File: src/rtl/vga_timing_pkg.sv
// Shared 640x480@60 timing constants and the RGB565 -> RGB444 slice used by
// the sprite scanner and its timing generator.
package vga_timing_pkg;

    localparam int CNT_W = 12;

    localparam int PIX_DIV_DEFAULT     = 4;
    localparam int SCALE_SHIFT_DEFAULT = 2;

    localparam int H_ACTIVE = 640;
    localparam int H_FP     = 16;
    localparam int H_SYNC   = 96;
    localparam int H_BP     = 48;
    localparam int H_TOTAL  = H_ACTIVE + H_FP + H_SYNC + H_BP;

    localparam int V_ACTIVE = 480;
    localparam int V_FP     = 10;
    localparam int V_SYNC   = 2;
    localparam int V_BP     = 33;
    localparam int V_TOTAL  = V_ACTIVE + V_FP + V_SYNC + V_BP;

    localparam int H_SYNC_START = H_ACTIVE + H_FP;
    localparam int H_SYNC_END   = H_SYNC_START + H_SYNC;
    localparam int V_SYNC_START = V_ACTIVE + V_FP;
    localparam int V_SYNC_END   = V_SYNC_START + V_SYNC;

    typedef struct packed {
        logic [3:0] r;
        logic [3:0] g;
        logic [3:0] b;
    } rgb444_t;

    // Keep the top 4 bits of each RGB565 field.
    function automatic rgb444_t rgb565_to_444(input logic [15:0] d);
        rgb444_t c;
        c.r = d[15:12];
        c.g = d[10:7];
        c.b = d[4:1];
        return c;
    endfunction

endpackage

File: src/rtl/vga_timing_gen.sv
// Pixel-tick divider plus horizontal/vertical raster counters; exposes the
// counters' next values and the raw per-pixel active/sync/wrap flags.
module vga_timing_gen
    import vga_timing_pkg::*;
#(
    parameter int PIX_DIV  = PIX_DIV_DEFAULT,
    parameter int H_ACT    = H_ACTIVE,
    parameter int H_FRONT  = H_FP,
    parameter int H_SW     = H_SYNC,
    parameter int H_BACK   = H_BP,
    parameter int V_ACT    = V_ACTIVE,
    parameter int V_FRONT  = V_FP,
    parameter int V_SW     = V_SYNC,
    parameter int V_BACK   = V_BP
) (
    input  logic             clk,
    input  logic             rst,
    output logic             tick,
    output logic [CNT_W-1:0] h_next,
    output logic [CNT_W-1:0] v_next,
    output logic             active,
    output logic             hsync_n,
    output logic             vsync_n,
    output logic             frame_wrap
);

    localparam int DIV_W  = (PIX_DIV > 1) ? $clog2(PIX_DIV) : 1;
    localparam int H_TOT  = H_ACT + H_FRONT + H_SW + H_BACK;
    localparam int V_TOT  = V_ACT + V_FRONT + V_SW + V_BACK;
    localparam int HS_BEG = H_ACT + H_FRONT;
    localparam int HS_END = HS_BEG + H_SW;
    localparam int VS_BEG = V_ACT + V_FRONT;
    localparam int VS_END = VS_BEG + V_SW;

    logic [DIV_W-1:0] div_cnt_reg;
    logic [CNT_W-1:0] h_cnt_reg;
    logic [CNT_W-1:0] v_cnt_reg;
    logic             h_last;
    logic             v_last;

    assign tick   = (div_cnt_reg == DIV_W'(PIX_DIV - 1));
    assign h_last = (h_cnt_reg == CNT_W'(H_TOT - 1));
    assign v_last = (v_cnt_reg == CNT_W'(V_TOT - 1));

    always_ff @(posedge clk) begin
        if (rst) begin
            div_cnt_reg <= '0;
            h_cnt_reg   <= '0;
            v_cnt_reg   <= '0;
        end else begin
            div_cnt_reg <= tick ? '0 : div_cnt_reg + 1'b1;
            if (tick) begin
                h_cnt_reg <= h_next;
                v_cnt_reg <= v_next;
            end
        end
    end

    // Next raster position, independent of tick so the top can preload addresses.
    always_comb begin
        h_next = h_cnt_reg + 1'b1;
        v_next = v_cnt_reg;
        if (h_last) begin
            h_next = '0;
            v_next = v_last ? '0 : v_cnt_reg + 1'b1;
        end
    end

    assign active     = (h_cnt_reg < CNT_W'(H_ACT)) && (v_cnt_reg < CNT_W'(V_ACT));
    assign hsync_n    = !((h_cnt_reg >= CNT_W'(HS_BEG)) && (h_cnt_reg < CNT_W'(HS_END)));
    assign vsync_n    = !((v_cnt_reg >= CNT_W'(VS_BEG)) && (v_cnt_reg < CNT_W'(VS_END)));
    assign frame_wrap = tick && h_last && v_last;

endmodule

File: src/rtl/vga_sprite_scan.sv
// Scans the sprite store at a downscaled resolution and drives VGA RGB444 plus
// sync, with colour and sync both delayed one pixel behind the address.
module vga_sprite_scan
    import vga_timing_pkg::*;
#(
    parameter int PIX_DIV     = PIX_DIV_DEFAULT,
    parameter int SCALE_SHIFT = SCALE_SHIFT_DEFAULT,
    parameter int H_ACT       = H_ACTIVE,
    parameter int H_FRONT     = H_FP,
    parameter int H_SW        = H_SYNC,
    parameter int H_BACK      = H_BP,
    parameter int V_ACT       = V_ACTIVE,
    parameter int V_FRONT     = V_FP,
    parameter int V_SW        = V_SYNC,
    parameter int V_BACK      = V_BP
) (
    input  logic        clk,
    input  logic        rst,
    output logic [7:0]  ram_addr_x,
    output logic [7:0]  ram_addr_y,
    input  logic [15:0] ram_data,
    output logic [3:0]  vga_r,
    output logic [3:0]  vga_g,
    output logic [3:0]  vga_b,
    output logic        hsync,
    output logic        vsync,
    output logic        frame_start
);

    logic             tick;
    logic [CNT_W-1:0] h_next;
    logic [CNT_W-1:0] v_next;
    logic             active;
    logic             hsync_n;
    logic             vsync_n;
    logic             frame_wrap;
    rgb444_t          pix_raw;
    logic [11:0]      pix_gated;

    vga_timing_gen #(
        .PIX_DIV (PIX_DIV),
        .H_ACT   (H_ACT),
        .H_FRONT (H_FRONT),
        .H_SW    (H_SW),
        .H_BACK  (H_BACK),
        .V_ACT   (V_ACT),
        .V_FRONT (V_FRONT),
        .V_SW    (V_SW),
        .V_BACK  (V_BACK)
    ) u_timing (
        .clk        (clk),
        .rst        (rst),
        .tick       (tick),
        .h_next     (h_next),
        .v_next     (v_next),
        .active     (active),
        .hsync_n    (hsync_n),
        .vsync_n    (vsync_n),
        .frame_wrap (frame_wrap)
    );

    assign pix_raw = rgb565_to_444(ram_data);

    genvar gi;
    generate
        for (gi = 0; gi < 12; gi++) begin : g_blank
            assign pix_gated[gi] = pix_raw[gi] & active;
        end
    endgenerate

    // Addresses track the pixel being fetched; colour/sync track the pixel just fetched.
    always_ff @(posedge clk) begin
        if (rst) begin
            ram_addr_x  <= '0;
            ram_addr_y  <= '0;
            vga_r       <= '0;
            vga_g       <= '0;
            vga_b       <= '0;
            hsync       <= 1'b1;
            vsync       <= 1'b1;
            frame_start <= 1'b0;
        end else begin
            frame_start <= frame_wrap;
            if (tick) begin
                ram_addr_x <= 8'(h_next >> SCALE_SHIFT);
                ram_addr_y <= 8'(v_next >> SCALE_SHIFT);
                vga_r      <= pix_gated[11:8];
                vga_g      <= pix_gated[7:4];
                vga_b      <= pix_gated[3:0];
                hsync      <= hsync_n;
                vsync      <= vsync_n;
            end
        end
    end

endmodule

File: config.mk
export PLATFORM = sky130hd
export DESIGN_NAME = vga_sprite_scan
export DESIGN_NICKNAME = d
export VERILOG_FILES = /design/src/rtl/vga_timing_pkg.sv /design/src/rtl/vga_timing_gen.sv /design/src/rtl/vga_sprite_scan.sv
export SDC_FILE = /design/constraint.sdc
export NUM_CORES = 1
export LEC_CHECK = 0
export BUFFER_PORTS_ARGS = -buffer_cell sky130_fd_sc_hd__buf_2
export CORE_MARGIN = 4
export CORE_UTILIZATION = 55
export DETAILED_ROUTE_END_ITERATION = 8
export PLACE_DENSITY = 0.78
export SETUP_SLACK_MARGIN = 0.02
export SYNTH_ARGS = -nofsm -noshare
export SYNTH_HDL_FRONTEND = slang
export SYNTH_HIERARCHICAL = 1
export SYNTH_SLANG_ARGS = --single-unit
export TNS_END_PERCENT = 30
File: constraint.sdc
create_clock -name clk -period 5.36 [get_ports clk]
set_input_delay 0.268 -clock clk [delete_from_list [all_inputs] [get_ports clk]]
set_output_delay 0.268 -clock clk [all_outputs]
set_load 0.1 [all_outputs]
After elaboration in Yosys (flattened, before gate mapping) --
Index checks and enable logic that the tools add are counted.
Storage, ports and cells: input port bits 18, bits in registers 49, RAM bits 0, memories kept 0, ROM bits 0, latch bits 0, word-level logic and storage cells 46
Operators by class: reduce and logical (&&, ||, !) cells 9, muxes and demuxes 2, magnitude comparators 6, shift-type cells 0, multiply operators 0, bitwise gates (word level) 12, add/sub/neg operators 3, equality and inequality tests 3, divide/modulo/power cells 0
Operators with widths (count):
- $add A12 B1 Y12 const B | 2
- $eq A12 B10 Y1 const B | 2
- $lt A12 B10 Y1 const B | 2
- $lt A12 B9 Y1 const B | 2
- $mux W12 | 2
- $and A1 B1 Y1 | 12
- $ge A12 B10 Y1 const B | 1
- $ge A12 B9 Y1 const B | 1
- $logic_and A1 B1 Y1 | 5
- $add A2 B1 Y2 const B | 1
- $eq A2 B2 Y1 const B | 1
- $logic_not A1 Y1 | 2
- $reduce_and A2 Y1 | 1
- $reduce_or A2 Y1 | 1

Longest topological paths before layout --
depth in word-level cells 3, mapped depth 10, depth with buffers taken out 9

Hierarchy --
The synthesis kept the hierarchy.
Modules (own cells, without submodules):
- vga_timing_gen | area an instance 1790.5 µm², times used 1, seq. area each 520.5 µm², cells an instance 238
- vga_sprite_scan | area an instance 1151.1 µm², times used 1, seq. area each 620.6 µm², cells an instance 113

Worst setup path before layout --
Ideal clock, no wire load.
path kind register to register, start point reg u_timing.h_cnt_reg[5], end point reg ram_addr_y[4], arrival time 1.991 ns, library setup time 0.128 ns, cell stages (with the launch flop) 9, slack 3.242 ns, buffers on the path 1, required time 5.232 ns, cells stage by stage dfxtp_1 buf_2 or4_4 or2_2 nor4_4 nand2_1 xnor2_1 mux2i_1 nor2_1
On the way: word-level cells in the longest chain between the ends 2
RTL lines:
- start, declared | RTL line vga_timing_gen.sv:36 | logic [CNT_W-1:0] h_cnt_reg;
- start signal, assigned | RTL line vga_timing_gen.sv:53 | h_cnt_reg <= h_next;
- $eq A12 B10 Y1 | RTL line vga_timing_gen.sv:42 | assign h_last = (h_cnt_reg == CNT_W'(H_TOT - 1));
- $reduce_and A2 Y1 (no line)
- end signal, assigned | RTL line vga_sprite_scan.sv:86 | ram_addr_y <= 8'(v_next >> SCALE_SHIFT);
- end, declared | RTL line vga_sprite_scan.sv:20 | output logic [7:0] ram_addr_y,
Every way passes these cells. A chain may end at the register's enable or synchronous reset.

Final worst setup path --
start point reg u_timing.h_cnt_reg[0], end point reg u_timing.v_cnt_reg[2]
On the way: word-level cells in the longest chain between the ends 2
RTL lines:
- $eq A12 B10 Y1 | RTL line vga_timing_gen.sv:42
- $reduce_and A2 Y1 (no line)
- end signal, assigned | RTL line vga_timing_gen.sv:54 | v_cnt_reg <= v_next;
- end, declared | RTL line vga_timing_gen.sv:37 | logic [CNT_W-1:0] v_cnt_reg;
Every way passes these cells.

==> flow_summary_export.csv <==
group,metric,value,unit
run_status,outcome,"finished clean",
finish,diodes,0,
route,wl_per_cell,13.83,um
sta,period_minus_slack,2.673,ns
grt,grt_pass1_wl,9853,um
sta,rsz0062_at_grt,"false",
clock_tree,clk_latency,0.33,ns
grt,grt-ovfl-total,0,
worst_hold_path,hold_path_class,"in -> reg",
clock_tree,ctsHoldBuffers,0,
clock_tree,clk_pin_slew,0.06,ns
setup_path,r2r-start,"u_timing/h_cnt_reg[0]",
sta,setup_tns,0,ns
route,post-route-drc-count,0,
pwr,p_clk_share,45.0,%
pwr,pwr-share-seq,46.0,%
grt,grt_pass1_vias,2224,
sta,slew_headroom,33.69,%
setup_path,start_kind,"flip-flop",
pwr,ir_drop,0.0001482,V
clock_tree,clockBufferDepth,2,
setup_path,cp_max_fo,22,
setup_path,timing.rr.end,"u_timing/v_cnt_reg[2]",
placement,pre_cts_slack,2.710,ns
setup_path,arrival,2.93,ns
sta,fin_hold_ws,0.2042,ns
floorplan,start_util,56.53,%
finish,mostFrequentLayoutCells,"dfxtp_1 (57), buf_2 (44), nor2_1 (38)",
sta,finalCritPeriodShare,49.87,%
clock_tree,cts-buffers-inserted,9,
yosys,syn_area,0.002869,mm^2
finish,layout.cells.non_filler,440,
placement,place.detailed.hpwl,4084,um
floorplan,fp.dieH,80.23,um
setup_path,reg2regPathDepth,6,
worst_hold_path,worstHoldStart,"ram_data[7]",
yosys,yosysWarningCount,6,
setup_path,cp-end-kind,"flip-flop",
clock_tree,clockRootBuffer,"clkbuf_8",
clock_tree,htree_levels,3,
finish,final_common_cell,"dfxtp_1",
yosys,syn_inst,339,
pwr,p_int,726.6,uW
pwr,combPwrFrac,9.0,%
sta,setup_ws,2.687,ns
pwr,p_switching,223.8,uW
worst_hold_path,whs_endpoint,"vga_g[0]",
sta,max_freq,374.1,MHz
route,vias_per_cell,5.580,
pwr,p_total,950.4,uW
floorplan,rows,26,
placement,gp_congestion,0.8767,
sta,final_hold_viol_count,0,
placement,dp_cells,425,
finish,nets,389,
grt,antenna_found_initial,0,
clock_tree,cts-resized-gates,0,
clock_tree,cts_tree,"built",
setup_path,cp.required,5.61,ns
clock_tree,cts_sinks,57,
route,ant_nets,0,
floorplan,core_area,0.005075,mm^2
finish,drive_gt1_share,18.11,%
route,vias,2455,
finish,area_growth,13.08,%
sta,skew,0.006565,ns
setup_path,r2r_slack,2.69,ns
sta,drv_slew,0,
route,drtIter0Drc,143,
route,wirelength,6087,um
route,first_pass_iters,4,
sta,finalSetupViolCount,0,
yosys,synth_fp_nets,362,
pwr,switching_share,23.55,%
placement,io_buffers,44,
floorplan,die_area,0.006436,mm^2
worst_hold_path,hold_depth,3,
grt,grt_usage,19.67,%
pwr,p_leak,1.237,nW
run,max_cap_viol_count,0,
floorplan,top_level_ports,49,
sta,worst_pin_slew,0.9946,ns
clock_tree,post_cts_buffers,0,
floorplan,die_x,80.23,um
grt,grt_max_degree,60,
setup_path,path_class,"reg -> reg",
yosys,syn_area_per_cell,8.463,um^2
pwr,p_per_area,292.9,mW/mm^2
-- final cells by class --
type	instances	area, um^2
Fill cell	447	1831
Sequential cell	57	1141
Clock buffer	12	145.1
Multi-Input combinational cell	244	1540
Inverter	8	30.03
Clock inverter	3	65.06
Tap cell	70	87.58
Timing Repair Buffer	46	235.2
-- how the worst max path moves through the flow --
stage,startpoint,end
4_1_cts,u_timing/h_cnt_reg[0],u_timing/v_cnt_reg[4]
6_report,u_timing/h_cnt_reg[0],u_timing/v_cnt_reg[2]
5_1_grt,u_timing/h_cnt_reg[0],ram_addr_y[7]
2_1_floorplan,u_timing/h_cnt_reg[5],ram_addr_y[4]
3_5_place_dp,u_timing/h_cnt_reg[0],u_timing/v_cnt_reg[2]
3_3_place_gp,u_timing/h_cnt_reg[0],u_timing/v_cnt_reg[4]
-- metal layers --
metal / up-vias / routed length [um] / global-route usage [%]
met5: - / 0 / 0
met4: 0 / 73 / 10.81
met3: 8 / 338 / 5.045
met2: 64 / 2841 / 31.87
met1: 1158 / 2833 / 23.62
li1: 1225 / - / -
-- critical path, stage by stage (launching register included) --
cell	delay [ns]
dfxtp_1	0.41
ha_1	0.27
nand3_1	0.29
nor3_4	0.79
nand2_2	0.24
or3b_1	0.44
a21oi_1	0.16
-- stage by stage --
step	instance area, um^2	utilization (%)
finish	3244	63.93
global route	3244	63.93
CTS	3244	63.93
detailed placement	3034	59.79
global placement	3034	59.79
floorplan	2869	-
-- power by group through the flow --
stage,clock (mW),combinational [mW],sequential (mW)
after floorplan,0,0.0433,0.476
after global placement,0,0.0846,0.446
after detailed placement,0,0.0858,0.446
after CTS,0.439,0.0861,0.437
after global routing,0.459,0.0918,0.438
final,0.428,0.0856,0.437
Note: power is estimated with default switching activity, not from simulation.
